===== config.mk =====
export PLATFORM = sky130hd
export DESIGN_NAME = gameover_screen_ctrl
export DESIGN_NICKNAME = d
export VERILOG_FILES = /design/src/rtl/gameover_screen_ctrl.sv
export SDC_FILE = /design/constraint.sdc
export NUM_CORES = 1
export LEC_CHECK = 0
export CAP_MARGIN = 20
export CORE_MARGIN = 2
export CORE_UTILIZATION = 25
export DETAILED_ROUTE_END_ITERATION = 8
export GPL_TIMING_DRIVEN = 0
export PLACE_DENSITY = 0.53
export SLEW_MARGIN = 20
export SYNTH_ARGS = -nofsm -noshare
export SYNTH_HDL_FRONTEND = slang
export SYNTH_SLANG_ARGS = --single-unit

===== constraint.sdc =====
create_clock -name clk -period 3.5 [get_ports clk]
set_input_delay 0.7 -clock clk [delete_from_list [all_inputs] [get_ports clk]]
set_output_delay 0.7 -clock clk [all_outputs]
set_load 0.01 [all_outputs]

===== src/rtl/gameover_screen_ctrl.sv =====
// Game-over sequencer: freezes play, blinks then holds the banner until restart,
// and produces the banner rectangle qualifier and pixel offsets for the drawer.
module gameover_screen_ctrl #(
  parameter int unsigned TOP_LEFT_X    = 170,
  parameter int unsigned TOP_LEFT_Y    = 190,
  parameter int unsigned BANNER_W      = 300,
  parameter int unsigned BANNER_H      = 100,
  parameter int unsigned FREEZE_FRAMES = 30,
  parameter int unsigned BLINK_PERIOD  = 15,
  parameter int unsigned BLINK_TOGGLES = 8
) (
  input  logic        clk,
  input  logic        resetN,
  input  logic        startOfFrame,
  input  logic [10:0] pixelX,
  input  logic [10:0] pixelY,
  input  logic        playerDead,
  input  logic        timeUp,
  input  logic        restartKey,
  output logic        InsideRectangle,
  output logic [10:0] offsetX,
  output logic [10:0] offsetY,
  output logic        freezeGame,
  output logic        bannerVisible,
  output logic        restartReq,
  output logic [2:0]  gameOverState
);

  localparam int unsigned CNT_W = 8;
  localparam int unsigned CRD_W = 12;

  localparam logic [CRD_W-1:0] X_LO = CRD_W'(TOP_LEFT_X);
  localparam logic [CRD_W-1:0] X_HI = CRD_W'(TOP_LEFT_X + BANNER_W);
  localparam logic [CRD_W-1:0] Y_LO = CRD_W'(TOP_LEFT_Y);
  localparam logic [CRD_W-1:0] Y_HI = CRD_W'(TOP_LEFT_Y + BANNER_H);

  localparam logic [CNT_W-1:0] FREEZE_LAST = CNT_W'(FREEZE_FRAMES - 1);
  localparam logic [CNT_W-1:0] PERIOD_LAST = CNT_W'(BLINK_PERIOD - 1);
  localparam logic [CNT_W-1:0] TOGGLE_LAST = CNT_W'(BLINK_TOGGLES - 1);

  typedef enum logic [2:0] {
    ST_PLAY    = 3'd0,
    ST_FREEZE  = 3'd1,
    ST_BLINK   = 3'd2,
    ST_HOLD    = 3'd3,
    ST_RESTART = 3'd4
  } state_e;

  state_e             state_q;
  logic [CNT_W-1:0]   frame_cnt_q;
  logic [CNT_W-1:0]   toggle_cnt_q;
  logic               key_prev_q;
  logic               visible_q;
  logic               restart_req_q;
  logic               inside_q;
  logic [10:0]        off_x_q;
  logic [10:0]        off_y_q;
  logic               key_edge_c;
  logic               in_region_c;

  assign key_edge_c = restartKey & ~key_prev_q;

  // Sequencer: visibility only changes on frame boundaries or state entry.
  always_ff @(posedge clk or negedge resetN) begin
    if (!resetN) begin
      state_q       <= ST_PLAY;
      frame_cnt_q   <= '0;
      toggle_cnt_q  <= '0;
      key_prev_q    <= 1'b0;
      visible_q     <= 1'b0;
      restart_req_q <= 1'b0;
    end else begin
      key_prev_q    <= restartKey;
      restart_req_q <= 1'b0;
      case (state_q)
        ST_PLAY: begin
          frame_cnt_q <= '0;
          if (playerDead || timeUp) state_q <= ST_FREEZE;
        end
        ST_FREEZE: begin
          if (startOfFrame) begin
            if (frame_cnt_q == FREEZE_LAST) begin
              state_q      <= ST_BLINK;
              visible_q    <= 1'b1;
              frame_cnt_q  <= '0;
              toggle_cnt_q <= '0;
            end else begin
              frame_cnt_q <= frame_cnt_q + 1'b1;
            end
          end
        end
        ST_BLINK: begin
          if (startOfFrame) begin
            if (frame_cnt_q == PERIOD_LAST) begin
              frame_cnt_q  <= '0;
              toggle_cnt_q <= toggle_cnt_q + 1'b1;
              visible_q    <= ~visible_q;
              // Last toggle lands in HOLD visible regardless of parity.
              if (toggle_cnt_q == TOGGLE_LAST) begin
                state_q   <= ST_HOLD;
                visible_q <= 1'b1;
              end
            end else begin
              frame_cnt_q <= frame_cnt_q + 1'b1;
            end
          end
        end
        ST_HOLD: begin
          visible_q <= 1'b1;
          if (key_edge_c) begin
            state_q       <= ST_RESTART;
            restart_req_q <= 1'b1;
          end
        end
        ST_RESTART: begin
          visible_q <= 1'b0;
          state_q   <= ST_PLAY;
        end
        default: state_q <= ST_PLAY;
      endcase
    end
  end

  assign in_region_c = visible_q &&
                       ({1'b0, pixelX} >= X_LO) && ({1'b0, pixelX} < X_HI) &&
                       ({1'b0, pixelY} >= Y_LO) && ({1'b0, pixelY} < Y_HI);

  // Region qualifier and offsets, one cycle behind the pixel coordinates.
  always_ff @(posedge clk or negedge resetN) begin
    if (!resetN) begin
      inside_q <= 1'b0;
      off_x_q  <= '0;
      off_y_q  <= '0;
    end else begin
      inside_q <= in_region_c;
      off_x_q  <= in_region_c ? (pixelX - 11'(TOP_LEFT_X)) : '0;
      off_y_q  <= in_region_c ? (pixelY - 11'(TOP_LEFT_Y)) : '0;
    end
  end

  assign InsideRectangle = inside_q;
  assign offsetX         = off_x_q;
  assign offsetY         = off_y_q;
  assign bannerVisible   = visible_q;
  assign restartReq      = restart_req_q;
  assign gameOverState   = state_q;
  assign freezeGame      = (state_q != ST_PLAY);

endmodule


==> flow_metrics.tcl <==
set metrics [dict create \
    final_antenna_net_count 0 \
    period_share 0.8080 \
    cp_top_family "buffers and inverters" \
    fin_area_mm2 0.003133 \
    die_x_um 100.3 \
    layout_commonest_cell "clkdlybuf4s50_1" \
    setup_viol_count_final 0 \
    layout_common_cells "clkdlybuf4s50_1, nor2_1, dfrtp_1" \
    drv_cap 0 \
    max_stage_delay_ns 0.54 \
    async_reset_ff_frac 1.000 \
    die_y_um 100.3 \
    final_layout_size_suffix_gt1_frac 0.06431 \
    portBuffers 56 \
    drt_wl_total_um 5243 \
    cp_max_fo 10 \
    netSwitchingFraction 0.3528 \
    fin_hold_ws_ns 0.3055 \
    cp_slowest_cell "clkdlybuf4s50_1" \
    synth_seq_cells 45 \
    grt_antenna_before_repair 0 \
    hp-class "primary input to async pin" \
    rsz0062_at_grt "no" \
    post-route-min-period_ns 2.828 \
    endpoint_kind "primary output" \
    fmax_mhz 353.6 \
    clk-insertion-delay-late_ns 0.30 \
    wl_per_cell_um 12.42 \
    cts_root_buf "clkbuf_8" \
    p_total_uw 1478 \
    worst_pin_slew_ns 0.6107 \
    grt_pass1_wl_um 8894 \
    routed_via_density 4.545 \
    grt_max_degree 32 \
    synth-edff-count 0 \
    p_clk_frac 0.237 \
    cts.htree.levels 2 \
    row_count 35 \
    dr.pass1.iters 4 \
    syn_to_final_growth_pct 35.28 \
    netlist_instances 245 \
    p_leak_uw 0.001384 \
    yosysWarnings 0 \
    synth_ff_type "dfrtp_1" \
    path_buf_inv 3 \
    first_iter_violations 42 \
    drc_errors 0 \
    cts_tree "yes" \
    io_pins 57 \
    cts.repair.resized 0 \
    yosysSeqAreaShare 0.4862 \
    cp_cell_sequence "clkbuf_1, clkbuf_1, or3_1, clkdlybuf4s50_1" \
    pwr-share-seq 0.420 \
    grt_pass1_vias 1930 \
    hpwl_um 4083 \
    grt_use_total 0.1112 \
    combPwrFrac 0.343 \
    ir_worst_vdd_mv 0.2084 \
    post_dp_cell_area_mm2 0.003034 \
    cts_buffers 5 \
    synth_area_mm2 0.002316 \
    setup_tns_ns 0 \
    hold_viol 0 \
    nets 347 \
    clk_pin_slew_ns 0.10 \
    status "completed" \
    fin_skew_ns 0.01629 \
    power_density_mw_per_mm2 471.7 \
    routed-via-count 1918 \
    finalMaxSlewViolations 0 \
    die_area_mm2 0.01005 \
    worstSetupStartpointType "flip-flop" \
    place_congestion 0.8022 \
    core_area_mm2 0.009109 \
    p_int_uw 956.5 \
    antenna_cells 0 \
    crit_path_frequent_cell "clkbuf_1" \
    cts_buffer_depth 2 \
    slew_headroom 0.5928 \
    p_sw_uw 521.4 \
    hold_buffers 0 \
    synth_cell_type_count 46 \
    start_util 0.2543 \
    syn_avg_cell_area_um2 9.453 \
    grt.overflow.total 0 \
    cp.required_ns 2.80 \
    postCtsSetupRepairBufs 0 \
    crit_type "flip-flop to primary output" \
    cts.sink_count 45 \
    critPathArrivalTime_ns 2.13 \
]
## cells in the mapped netlist (2+ instances only)
library cell  instances  share of area
o21ai_0               9          0.019
clkbuf_1              4         0.0065
and3_1                4          0.011
nand2b_1              5          0.014
dfrtp_1              45           0.49
nor2b_1               2         0.0054
nand3b_1              2         0.0065
ha_1                  9          0.049
xnor2_1               8          0.030
nor3_1                5          0.011
nand3_1               9          0.019
nor2_1               47          0.076
a21oi_1               9          0.019
inv_1                13          0.021
o21ai_1               5          0.011
a21boi_0              3         0.0097
nor3b_1               4          0.013
nand2_1              14          0.023
a211o_1               2         0.0076
nand4_1               5          0.014
buf_2                 2         0.0043
nor4_1                3         0.0081
xor2_1               13          0.049
## cells by family after synthesis
logic type / Yosys count / share of synthesized area
AOI/OAI and AO/OA: 41 / 0.1151
xor gates and xnor gates: 21 / 0.07942
adders and majority gates: 9 / 0.04862
buffers and inverters: 20 / 0.03349
DFF: 45 / 0.4862
other: 1 / 0.001619
and+or+nand+nor: 108 / 0.2355
## sequential cells by signal (all words and copies together), names as in the netlist
signal / count
key_prev_q: 1
restartReq: 1
offsetY: 11
offsetX: 11
gameOverState: 3
toggle_cnt_q: 8
bannerVisible: 1
frame_cnt_q: 8
InsideRectangle: 1
## routing by layer
layer	GRT usage	up-vias	share of wire
met5	0	-	0
met1	0.1283	902	0.42
met3	0.04875	6	0.089
li1	-	960	-
met2	0.1905	50	0.48
met4	0.02529	0	0.0097
## stage by stage
stage | setup WS, ns | instances | utilization
global route | 0.5248 | 422 | 0.3440
floorplan | 1.298 | 246 | -
detailed placement | 0.6720 | 414 | 0.3331
global placement | 0.3671 | 413 | 0.3315
CTS | 0.6429 | 422 | 0.3440
finish | 0.6718 | 422 | 0.3440
## power groups by stage
stage / Clock, uW / Combinational (uW) / Sequential [uW]
3_5_place_dp: 0 / 510 / 633
2_1_floorplan: 0 / 326 / 627
5_1_grt: 386 / 578 / 631
6_report: 351 / 507 / 620
4_1_cts: 366 / 513 / 622
3_3_place_gp: 0 / 502 / 633
## worst register-to-register path: stages (launching register included)
cell and delay (ns):
dfrtp_1 0.44, or4b_4 0.58, nor4b_4 0.35, o21ai_2 0.19
or2_4 0.29, o31ai_2 0.17
## final timing paths
check                                              from                     endpoint  slack (ns)  depth (start not counted)
hold / removal                                   resetN         offsetX[2]$_DFF_PN0_        0.31                          1
setup / recovery           gameOverState[2]$_DFFE_PN0P_                   freezeGame        0.67                          4
hold reg to reg             toggle_cnt_q[0]$_DFFE_PN0P_  toggle_cnt_q[0]$_DFFE_PN0P_        0.53                          1
min in group clk            toggle_cnt_q[0]$_DFFE_PN0P_  toggle_cnt_q[0]$_DFFE_PN0P_        0.53                          1
max in group asynchronous                        resetN  toggle_cnt_q[2]$_DFFE_PN0P_        2.70                          2
setup reg to reg             frame_cnt_q[5]$_DFFE_PN0P_  toggle_cnt_q[3]$_DFFE_PN0P_        1.41                          5
## cell type report
type,instances,area (um^2)
buffer,6,25.02
clock buffer,6,82.58
clock inverter,2,16.27
fill,961,5976
inverter,14,52.55
multi-input combinational,181,1116
sequential,45,1126
tap,111,138.9
timing repair buffer,57,575.6
Note: power is estimated with default switching activity, not from simulation.
